## src/rtl/ctrl_ramdrv_ringwr_pkg.sv

```systemverilog
// Shared controller package for the ring-buffer drivers.
// Provides the ring FSM state encoding and the offset-to-address
// zero-extension macro that both the write and read drivers use.
// Optional feature macro seen by the drivers: CTRL_RINGWR_PRIME_EN.

`ifndef CTRL_OFF2ADDR
// Zero-extend a ring offset to the RAM address width before address adds.
`define CTRL_OFF2ADDR(off, aw) ((aw)'(off))
`endif

package ctrl_ramdrv_ringwr_pkg;

  typedef logic [1:0] ringwr_state_t;

  localparam ringwr_state_t UNCFG = 2'd0;
  localparam ringwr_state_t RUN   = 2'd1;
  localparam ringwr_state_t HOLD  = 2'd2;

endpackage

```

## src/rtl/ctrl_ramdrv_ringwr_if.sv

```systemverilog
// Sample-in stream and RAM write port of the ring write driver.
// slave: the driver side; master: the producer / RAM model side.

interface ctrl_ramdrv_ringwr_if #(
  parameter int DATA_ADDRESS_WIDTH = 12,
  parameter int SAMPLE_WIDTH       = 16
);

  logic                          s_valid;
  logic                          s_ready;
  logic [SAMPLE_WIDTH-1:0]       s_data;
  logic                          ram_we;
  logic [DATA_ADDRESS_WIDTH-1:0] ram_addr;
  logic [SAMPLE_WIDTH-1:0]       ram_wdata;

  modport slave (
    input  s_valid,
    input  s_data,
    output s_ready,
    output ram_we,
    output ram_addr,
    output ram_wdata
  );

  modport master (
    output s_valid,
    output s_data,
    input  s_ready,
    input  ram_we,
    input  ram_addr,
    input  ram_wdata
  );

endinterface

```

## src/rtl/ctrl_ramdrv_ringwr_hold.sv

```systemverilog
// Single-entry hold register with a valid flag. Parks one sample while a
// read pass locks the ring. flush beats load, load beats release.

module ctrl_ringwr_hold #(
  parameter int W = 16
) (
  input  logic         clk,
  input  logic         clr,
  input  logic         load_i,
  input  logic         rls_i,
  input  logic         flush_i,
  input  logic [W-1:0] din_i,
  output logic         valid_o,
  output logic [W-1:0] dout_o
);

  logic         valid_q, valid_d;
  logic [W-1:0] data_q, data_d;

  // Next value of the hold entry from the flush/load/release controls.
  always_comb begin
    valid_d = valid_q;
    data_d  = data_q;
    if (flush_i) begin
      valid_d = 1'b0;
      data_d  = '0;
    end else if (load_i) begin
      valid_d = 1'b1;
      data_d  = din_i;
    end else if (rls_i) begin
      valid_d = 1'b0;
    end else begin
      valid_d = valid_q;
    end
  end

  // Hold entry storage; a reset discards any parked sample.
  always_ff @(posedge clk or posedge clr) begin
    if (clr) begin
      valid_q <= 1'b0;
      data_q  <= '0;
    end else begin
      valid_q <= valid_d;
      data_q  <= data_d;
    end
  end

  assign valid_o = valid_q;
  assign dout_o  = data_q;

endmodule

```

## src/rtl/ctrl_ramdrv_ringwr.sv

```systemverilog
// Write-side driver for the per-channel sample ring in data RAM.
// Writes each accepted sample to the next ring slot between data_uptr and
// data_lptr, publishes the newest slot as head_offset, and parks one
// sample while rd_lock is high so the head never moves during a read pass.
// Optional feature: CTRL_RINGWR_PRIME_EN builds the fill counter.

module ctrl_ramdrv_ringwr
  import ctrl_ramdrv_ringwr_pkg::*;
#(
  parameter int DATA_ADDRESS_WIDTH = 12,
  parameter int DATA_OFFSET_WIDTH  = 10,
  parameter int SAMPLE_WIDTH       = 16
) (
  input  logic                         clk,
  input  logic                         clr,
  input  logic                         init,
  input  logic [DATA_ADDRESS_WIDTH-1:0] data_uptr,
  input  logic [DATA_ADDRESS_WIDTH-1:0] data_lptr,
  input  logic                         rd_lock,
  ctrl_ramdrv_ringwr_if.slave          bus,
  output logic [DATA_OFFSET_WIDTH-1:0] head_offset,
  output logic                         new_sample,
  output logic                         cfg_err,
  output logic                         primed,
  output logic [DATA_OFFSET_WIDTH:0]   fill_count
);

  localparam int AW = DATA_ADDRESS_WIDTH;
  localparam int OW = DATA_OFFSET_WIDTH;
  localparam int SW = SAMPLE_WIDTH;

  ringwr_state_t state_q, state_d;
  logic [AW-1:0] uptr_q, uptr_d;
  logic [AW-1:0] lptr_q, lptr_d;
  logic [OW-1:0] head_q, head_d;
  logic          we_q, we_d;
  logic [AW-1:0] addr_q, addr_d;
  logic [SW-1:0] wdata_q, wdata_d;
  logic          new_q, new_d;
  logic          err_q, err_d;

  logic [AW-1:0] diff_s;
  logic          legal_s;
  logic          wrap_s;
  logic [OW-1:0] nxt_s;
  logic          commit_s;
  logic [SW-1:0] cdata_s;
  logic          hold_load_s, hold_rls_s, hold_flush_s;
  logic          hold_valid_s;
  logic [SW-1:0] hold_data_s;

  // Bounds legality: lptr must not be below uptr and the ring must fit the offset range.
  assign diff_s  = data_lptr - data_uptr;
  assign legal_s = (data_lptr >= data_uptr) &&
                   (64'(diff_s) < (64'd1 << OW));

  // Next slot wraps on address compare against the upper bound.
  assign wrap_s = ((uptr_q + `CTRL_OFF2ADDR(head_q, AW)) == lptr_q);
  assign nxt_s  = wrap_s ? {OW{1'b0}} : (head_q + OW'(1));

  // Ready depends only on state and init so there is no combinational path from s_valid.
  assign bus.s_ready = (state_q == RUN) && !init;

  ctrl_ringwr_hold #(.W(SW)) u_hold (
    .clk     (clk),
    .clr     (clr),
    .load_i  (hold_load_s),
    .rls_i   (hold_rls_s),
    .flush_i (hold_flush_s),
    .din_i   (bus.s_data),
    .valid_o (hold_valid_s),
    .dout_o  (hold_data_s)
  );

  // Next-state logic; init wins over any stream or lock activity.
  always_comb begin
    state_d = state_q;
    if (init) begin
      state_d = legal_s ? RUN : UNCFG;
    end else begin
      case (state_q)
        UNCFG: state_d = UNCFG;
        RUN: begin
          if (bus.s_valid && rd_lock) begin
            state_d = HOLD;
          end else begin
            state_d = RUN;
          end
        end
        HOLD: begin
          if (!rd_lock) begin
            state_d = RUN;
          end else begin
            state_d = HOLD;
          end
        end
        default: state_d = UNCFG;
      endcase
    end
  end

  // Commit decision, hold controls and next values of the registered outputs.
  always_comb begin
    commit_s     = 1'b0;
    cdata_s      = bus.s_data;
    hold_load_s  = 1'b0;
    hold_rls_s   = 1'b0;
    hold_flush_s = 1'b0;
    if (init) begin
      hold_flush_s = 1'b1;
    end else begin
      case (state_q)
        RUN: begin
          if (bus.s_valid) begin
            if (rd_lock) begin
              hold_load_s = 1'b1;
            end else begin
              commit_s = 1'b1;
            end
          end else begin
            commit_s = 1'b0;
          end
        end
        HOLD: begin
          if (!rd_lock) begin
            commit_s   = hold_valid_s;
            cdata_s    = hold_data_s;
            hold_rls_s = 1'b1;
          end else begin
            commit_s = 1'b0;
          end
        end
        default: commit_s = 1'b0;
      endcase
    end

    uptr_d = init ? data_uptr : uptr_q;
    lptr_d = init ? data_lptr : lptr_q;

    if (init && legal_s) begin
      head_d = OW'(diff_s);
    end else if (commit_s) begin
      head_d = nxt_s;
    end else begin
      head_d = head_q;
    end

    we_d    = commit_s;
    new_d   = commit_s;
    addr_d  = commit_s ? (uptr_q + `CTRL_OFF2ADDR(nxt_s, AW)) : {AW{1'b0}};
    wdata_d = commit_s ? cdata_s : {SW{1'b0}};
    err_d   = init && !legal_s;
  end

  // FSM state register.
  always_ff @(posedge clk or posedge clr) begin
    if (clr) begin
      state_q <= UNCFG;
    end else begin
      state_q <= state_d;
    end
  end

  // Ring bounds, head and RAM write port registers.
  always_ff @(posedge clk or posedge clr) begin
    if (clr) begin
      uptr_q  <= '0;
      lptr_q  <= '0;
      head_q  <= '0;
      we_q    <= 1'b0;
      addr_q  <= '0;
      wdata_q <= '0;
      new_q   <= 1'b0;
      err_q   <= 1'b0;
    end else begin
      uptr_q  <= uptr_d;
      lptr_q  <= lptr_d;
      head_q  <= head_d;
      we_q    <= we_d;
      addr_q  <= addr_d;
      wdata_q <= wdata_d;
      new_q   <= new_d;
      err_q   <= err_d;
    end
  end

`ifdef CTRL_RINGWR_PRIME_EN
  logic [OW:0] len_q, len_d;
  logic [OW:0] fill_q, fill_d;
  logic        primed_q, primed_d;

  // Fill counter saturates at the ring length; primed latches when it gets there.
  always_comb begin
    len_d    = len_q;
    fill_d   = fill_q;
    primed_d = primed_q;
    if (init) begin
      len_d    = legal_s ? ((OW + 1)'(diff_s) + (OW + 1)'(1)) : len_q;
      fill_d   = '0;
      primed_d = 1'b0;
    end else if (commit_s) begin
      if (fill_q < len_q) begin
        fill_d = fill_q + (OW + 1)'(1);
      end else begin
        fill_d = fill_q;
      end
      primed_d = primed_q || (fill_d == len_q);
    end else begin
      fill_d = fill_q;
    end
  end

  // Fill counter registers.
  always_ff @(posedge clk or posedge clr) begin
    if (clr) begin
      len_q    <= '0;
      fill_q   <= '0;
      primed_q <= 1'b0;
    end else begin
      len_q    <= len_d;
      fill_q   <= fill_d;
      primed_q <= primed_d;
    end
  end

  assign fill_count = fill_q;
  assign primed     = primed_q;
`else
  logic primed_q;

  // Without the fill counter, primed simply tracks a configured ring.
  always_ff @(posedge clk or posedge clr) begin
    if (clr) begin
      primed_q <= 1'b0;
    end else begin
      primed_q <= (state_d != UNCFG);
    end
  end

  assign fill_count = '0;
  assign primed     = primed_q;
`endif

  assign bus.ram_we    = we_q;
  assign bus.ram_addr  = addr_q;
  assign bus.ram_wdata = wdata_q;
  assign head_offset   = head_q;
  assign new_sample    = new_q;
  assign cfg_err       = err_q;

endmodule

```

## src/flat_wrapper.sv

```systemverilog
// flat-port wrapper written by rule: the top's interface ports become plain ports
module ctrl_ramdrv_ringwr_flat import ctrl_ramdrv_ringwr_pkg::*;
#(
  parameter int DATA_ADDRESS_WIDTH = 12,
  parameter int DATA_OFFSET_WIDTH  = 10,
  parameter int SAMPLE_WIDTH       = 16
)
  (clk, clr, init, data_uptr, data_lptr, rd_lock, head_offset, new_sample, cfg_err, primed, fill_count, bus_s_valid, bus_s_data, bus_s_ready, bus_ram_we, bus_ram_addr, bus_ram_wdata);
  ctrl_ramdrv_ringwr_if #(.DATA_ADDRESS_WIDTH(DATA_ADDRESS_WIDTH), .SAMPLE_WIDTH(SAMPLE_WIDTH)) bus_i ();
  input  logic clk;
  input  logic clr;
  input  logic init;
  input  logic [DATA_ADDRESS_WIDTH-1:0] data_uptr;
  input  logic [DATA_ADDRESS_WIDTH-1:0] data_lptr;
  input  logic rd_lock;
  output logic [DATA_OFFSET_WIDTH-1:0] head_offset;
  output logic new_sample;
  output logic cfg_err;
  output logic primed;
  output logic [DATA_OFFSET_WIDTH:0] fill_count;
  input wire logic [$bits(bus_i.s_valid)-1:0] bus_s_valid;
  input wire logic [$bits(bus_i.s_data)-1:0] bus_s_data;
  output wire logic [$bits(bus_i.s_ready)-1:0] bus_s_ready;
  output wire logic [$bits(bus_i.ram_we)-1:0] bus_ram_we;
  output wire logic [$bits(bus_i.ram_addr)-1:0] bus_ram_addr;
  output wire logic [$bits(bus_i.ram_wdata)-1:0] bus_ram_wdata;
  assign bus_i.s_valid = bus_s_valid;
  assign bus_i.s_data = bus_s_data;
  assign bus_s_ready = bus_i.s_ready;
  assign bus_ram_we = bus_i.ram_we;
  assign bus_ram_addr = bus_i.ram_addr;
  assign bus_ram_wdata = bus_i.ram_wdata;
  ctrl_ramdrv_ringwr #(.DATA_ADDRESS_WIDTH(DATA_ADDRESS_WIDTH), .DATA_OFFSET_WIDTH(DATA_OFFSET_WIDTH), .SAMPLE_WIDTH(SAMPLE_WIDTH)) u_core (.clk(clk), .clr(clr), .init(init), .data_uptr(data_uptr), .data_lptr(data_lptr), .rd_lock(rd_lock), .bus(bus_i), .head_offset(head_offset), .new_sample(new_sample), .cfg_err(cfg_err), .primed(primed), .fill_count(fill_count));
endmodule
```

## config.mk

```make
export PLATFORM = sky130hd
export DESIGN_NAME = ctrl_ramdrv_ringwr_flat
export DESIGN_NICKNAME = d
export VERILOG_FILES = /design/src/rtl/ctrl_ramdrv_ringwr_pkg.sv /design/src/rtl/ctrl_ramdrv_ringwr_if.sv /design/src/rtl/ctrl_ramdrv_ringwr_hold.sv /design/src/rtl/ctrl_ramdrv_ringwr.sv /design/src/flat_wrapper.sv
export SDC_FILE = /design/constraint.sdc
export NUM_CORES = 1
export LEC_CHECK = 0
export BUFFER_PORTS_ARGS = -buffer_cell sky130_fd_sc_hd__buf_2
export CAP_MARGIN = 0
export CORE_MARGIN = 5
export CORE_UTILIZATION = 45
export DETAILED_ROUTE_END_ITERATION = 6
export PLACE_DENSITY_LB_ADDON = 0.2
export SLEW_MARGIN = 20
export SYNTH_ARGS = -nofsm -noshare
export SYNTH_HDL_FRONTEND = slang
export SYNTH_SLANG_ARGS = --single-unit
```

## constraint.sdc

```tcl
create_clock -name clk -period 7.2 [get_ports clk]
set_input_delay 0.72 -clock clk [delete_from_list [all_inputs] [get_ports clk]]
set_output_delay 0.72 -clock clk [all_outputs]
set_load 0.02 [all_outputs]
```

==> results.txt <==
Initial antenna violation count -> 0
Yosys Warn Count -> 0
WP data required -> 7420 ps
Remaining Overflow, GRT -> 0
Clock Path Buffers -> 2
Total iterations of the first detailed-routing run -> 4
Final min period -> 5300 ps
F_max -> 189 MHz
Iter 0 DRT Violations -> 308
Final nets -> 688
Synth async-reset ratio -> 100%
Post CTS Setup Buffer Count -> 0
Vert. Die Dim -> 117 microns
Met2 Use GR -> 29.6%
Chip width -> 117 microns
Total Routing Usage GR -> 18.6%
Number of distinct library cells after synthesis -> 64
Final period util -> 73.6%
CTS Buf Count -> 9
Num ports -> 99
Number of cell rows -> 39
Average wire per standard cell -> 16.8 microns
CP Class -> reg -> reg
Starting Density -> 45.7%
Final Max Tran Viols -> 0
Syn Area/Cell -> 9.82 sq um
Status -> finished clean
Final cell count without fillers -> 753
Final clock skew -> 9.31 ps
Post-Route Setup TNS -> 0 ps
Total power per unit cell area -> 316 mW/mm^2
Placed insts -> 737
Clk_lat worst skew -> 350 ps
Number of flops mapped to enable cells by yosys -> 0
Cell Area, Placed -> 0.00568 sq mm
Vias in the first global route -> 4234
Startpoint types -> register
Worst slew margin -> 27.9%
Vias per cell -> 5.60
Endpoint type of the worst setup path -> register
CP arrival -> 5530 ps
TritonCTS clock tree -> yes
Post-Syn Area -> 0.00519 sq mm
RD Place Congestion -> 0.824
Post-synthesis cell count -> 529
Final setup viols -> 0
DP HPWL -> 9380 microns
Max-cap viol count -> 0
First-pass GRT wire length -> 20900 microns
Fin area -> 0.00598 sq mm
Port bufs -> 87
Clk sinks -> 84
CTS root buf -> clkbuf_16
Final Hold Fails -> 0
H-tree depth -> 3
#FFs+latches synth -> 84
Worst Hold Class -> reg -> reg
Share of cells above drive strength 1 -> 23.3%
Main synth FF type -> dfrtp_1
Layout area overhead -> 15.1%
Resized Gates After CTS -> 0
WL final -> 12700 microns
Number of diodes -> 0
Vias after detailed routing -> 4218
Hold-fix buffers, CTS -> 0
Static leakage -> 2.94 nW
Die ar. -> 0.0138 sq mm
Largest net degree at the start of global routing -> 85
Max FO, Critical Path -> 21
Clock slew at reported path FFs -> 70 ps
Drt drc -> 0
IR drop worst, VDD -> 0.145 mV
GR Util met3 -> 4.72%
RSZ-0062 raised after global routing -> false
Final ANT Viol Nets -> 0
GRT met1 Usage -> 24.1%
Core box area -> 0.0114 sq mm
Busiest grt layer -> met2
Sequential fraction of the synthesis area -> 40.5%
Worst slew pin tran -> 1080 ps
## critical path, stage by stage (launching register included)
cell and delay [ps]:
dfrtp_1 460, ha_1 280, fa_1 450, a21o_1 210, a221oi_1 450, mux2i_1 250, mux2i_1 90, nor4_1 340
and3_4 410, nor2_1 70, ha_1 210, fa_1 420, a21o_1 190, a21oi_1 220, o21bai_1 110, a2111oi_0 410
nor3_1 160, a31oi_1 220, xor2_1 160, nor2_1 50
## synthesized netlist by cell type, types with 4 or more instances
master    count  area (sq um)
nor3_1        8          40.0
a22o_1       16           140
ha_1         35           438
nor2_1       40           150
o21bai_1      4          30.0
buf_4        13          97.6
a31oi_1       5          31.3
a31o_1        4          35.0
or2_2         4          25.0
nand2_1      51           191
a211oi_1      6          45.0
o221a_1       4          45.0
o21ai_1       4          20.0
mux2_2       24           270
xnor2_1      26           228
inv_1        24          90.1
a21o_1        7          52.6
and2_1        4          25.0
nor2b_1       4          25.0
o21ai_0      11          55.1
dfrtp_1      84          2100
a21oi_1      38           190
and3_1        6          37.5
xor2_1       15           131
clkbuf_1     17          63.8
nand3_1       5          25.0
nand2b_1      4          25.0
## cells in the final DEF, fill, tap and decap left out, drive strengths merged, types with 3 or more instances in the layout
master	netlist	routed
a211oi	7	7
a21o	7	7
a21oi	38	38
a22o	16	16
a31o	4	4
a31oi	6	6
a32oi	3	3
and2	4	4
and3	7	7
buf	19	91
clkbuf	17	10
clkinv	0	4
conb	1	11
dfrtp	84	84
fa	3	3
ha	35	35
inv	24	26
mux2	24	24
mux2i	3	3
nand2	51	51
nand2b	4	4
nand3	5	5
nand3b	3	3
nor2	41	41
nor2b	4	4
nor3	8	8
o2111ai	3	3
o211a	3	3
o211ai	3	3
o21a	3	3
o21ai	15	15
o21bai	5	5
o221a	4	4
o22ai	3	3
or2	5	5
xnor2	26	26
xor2	15	15
## kinds of logic after synthesis
group / Yosys count / synth area share [%]
buffers and inverters: 60 / 5.49
DFF: 84 / 40.5
muxes: 27 / 5.78
adders and majority gates: 38 / 9.59
xor gates and xnor gates: 41 / 6.91
and+or+nand+nor: 143 / 12.9
AOI/OAI and AO/OA: 135 / 18.8
other: 1 / 0.0722
## layout make-up
cell class / instances / area, sq um
repair buffers: 91 / 469
multi-input cells: 395 / 2850
clock buffers: 10 / 239
clock inverters: 6 / 55.1
well taps: 143 / 179
flip-flops and latches: 84 / 2100
fillers: 1042 / 5390
inverters: 24 / 91.3
## stage by stage
step / util [%] / hold slack, ps / total power [mW] / setup WS [ps]
after floorplan: - / 473 / 1.24 / 2410
after global placement: 50.0 / 488 / 1.41 / 2140
after detailed placement: 50.0 / 492 / 1.43 / 1970
after CTS: 52.6 / 512 / 1.90 / 1920
after global routing: 52.6 / 534 / 2.02 / 1470
final: 52.6 / 510 / 1.89 / 1900
## layer usage
metal / part of all wire, % / vias up
li1: - / 2013
met1: 44 / 2062
met2: 47 / 127
met3: 6.6 / 16
met4: 1.8 / 0
met5: 0 / -
## state kept, by name, indices dropped and copies added, names as in the netlist
signal                 cells
u_core.uptr_q             12
u_core.u_hold.valid_o      1
u_core.bus.ram_we          1
u_core.u_hold.dout_o      16
u_core.lptr_q             12
u_core.head_offset        10
u_core.bus.ram_wdata      16
u_core.cfg_err             1
u_core.primed              1
u_core.bus.ram_addr       12
u_core.state_q             2
## report_power, final
group	internal (mW)	switching, mW
Sequential	0.514	0.0730
Combinational	0.374	0.473
Clock	0.250	0.205
## final timing paths
check                                   startpoint                      end  slack (ps)  depth (start not counted)
hold reg to reg            u_core.u_hold.dout_o[9]  u_core.u_hold.dout_o[9]         510                          1
max in group asynchronous                      clr         u_core.uptr_q[9]        6110                          3
hold / removal             u_core.u_hold.dout_o[9]  u_core.u_hold.dout_o[9]         510                          1
setup reg to reg             u_core.head_offset[0]  u_core.bus.ram_addr[10]        1900                         19
min in group asynchronous                      clr  u_core.u_hold.dout_o[1]         580                          3
setup / recovery             u_core.head_offset[0]  u_core.bus.ram_addr[10]        1900                         19
Power figures use the tool's default switching activity.
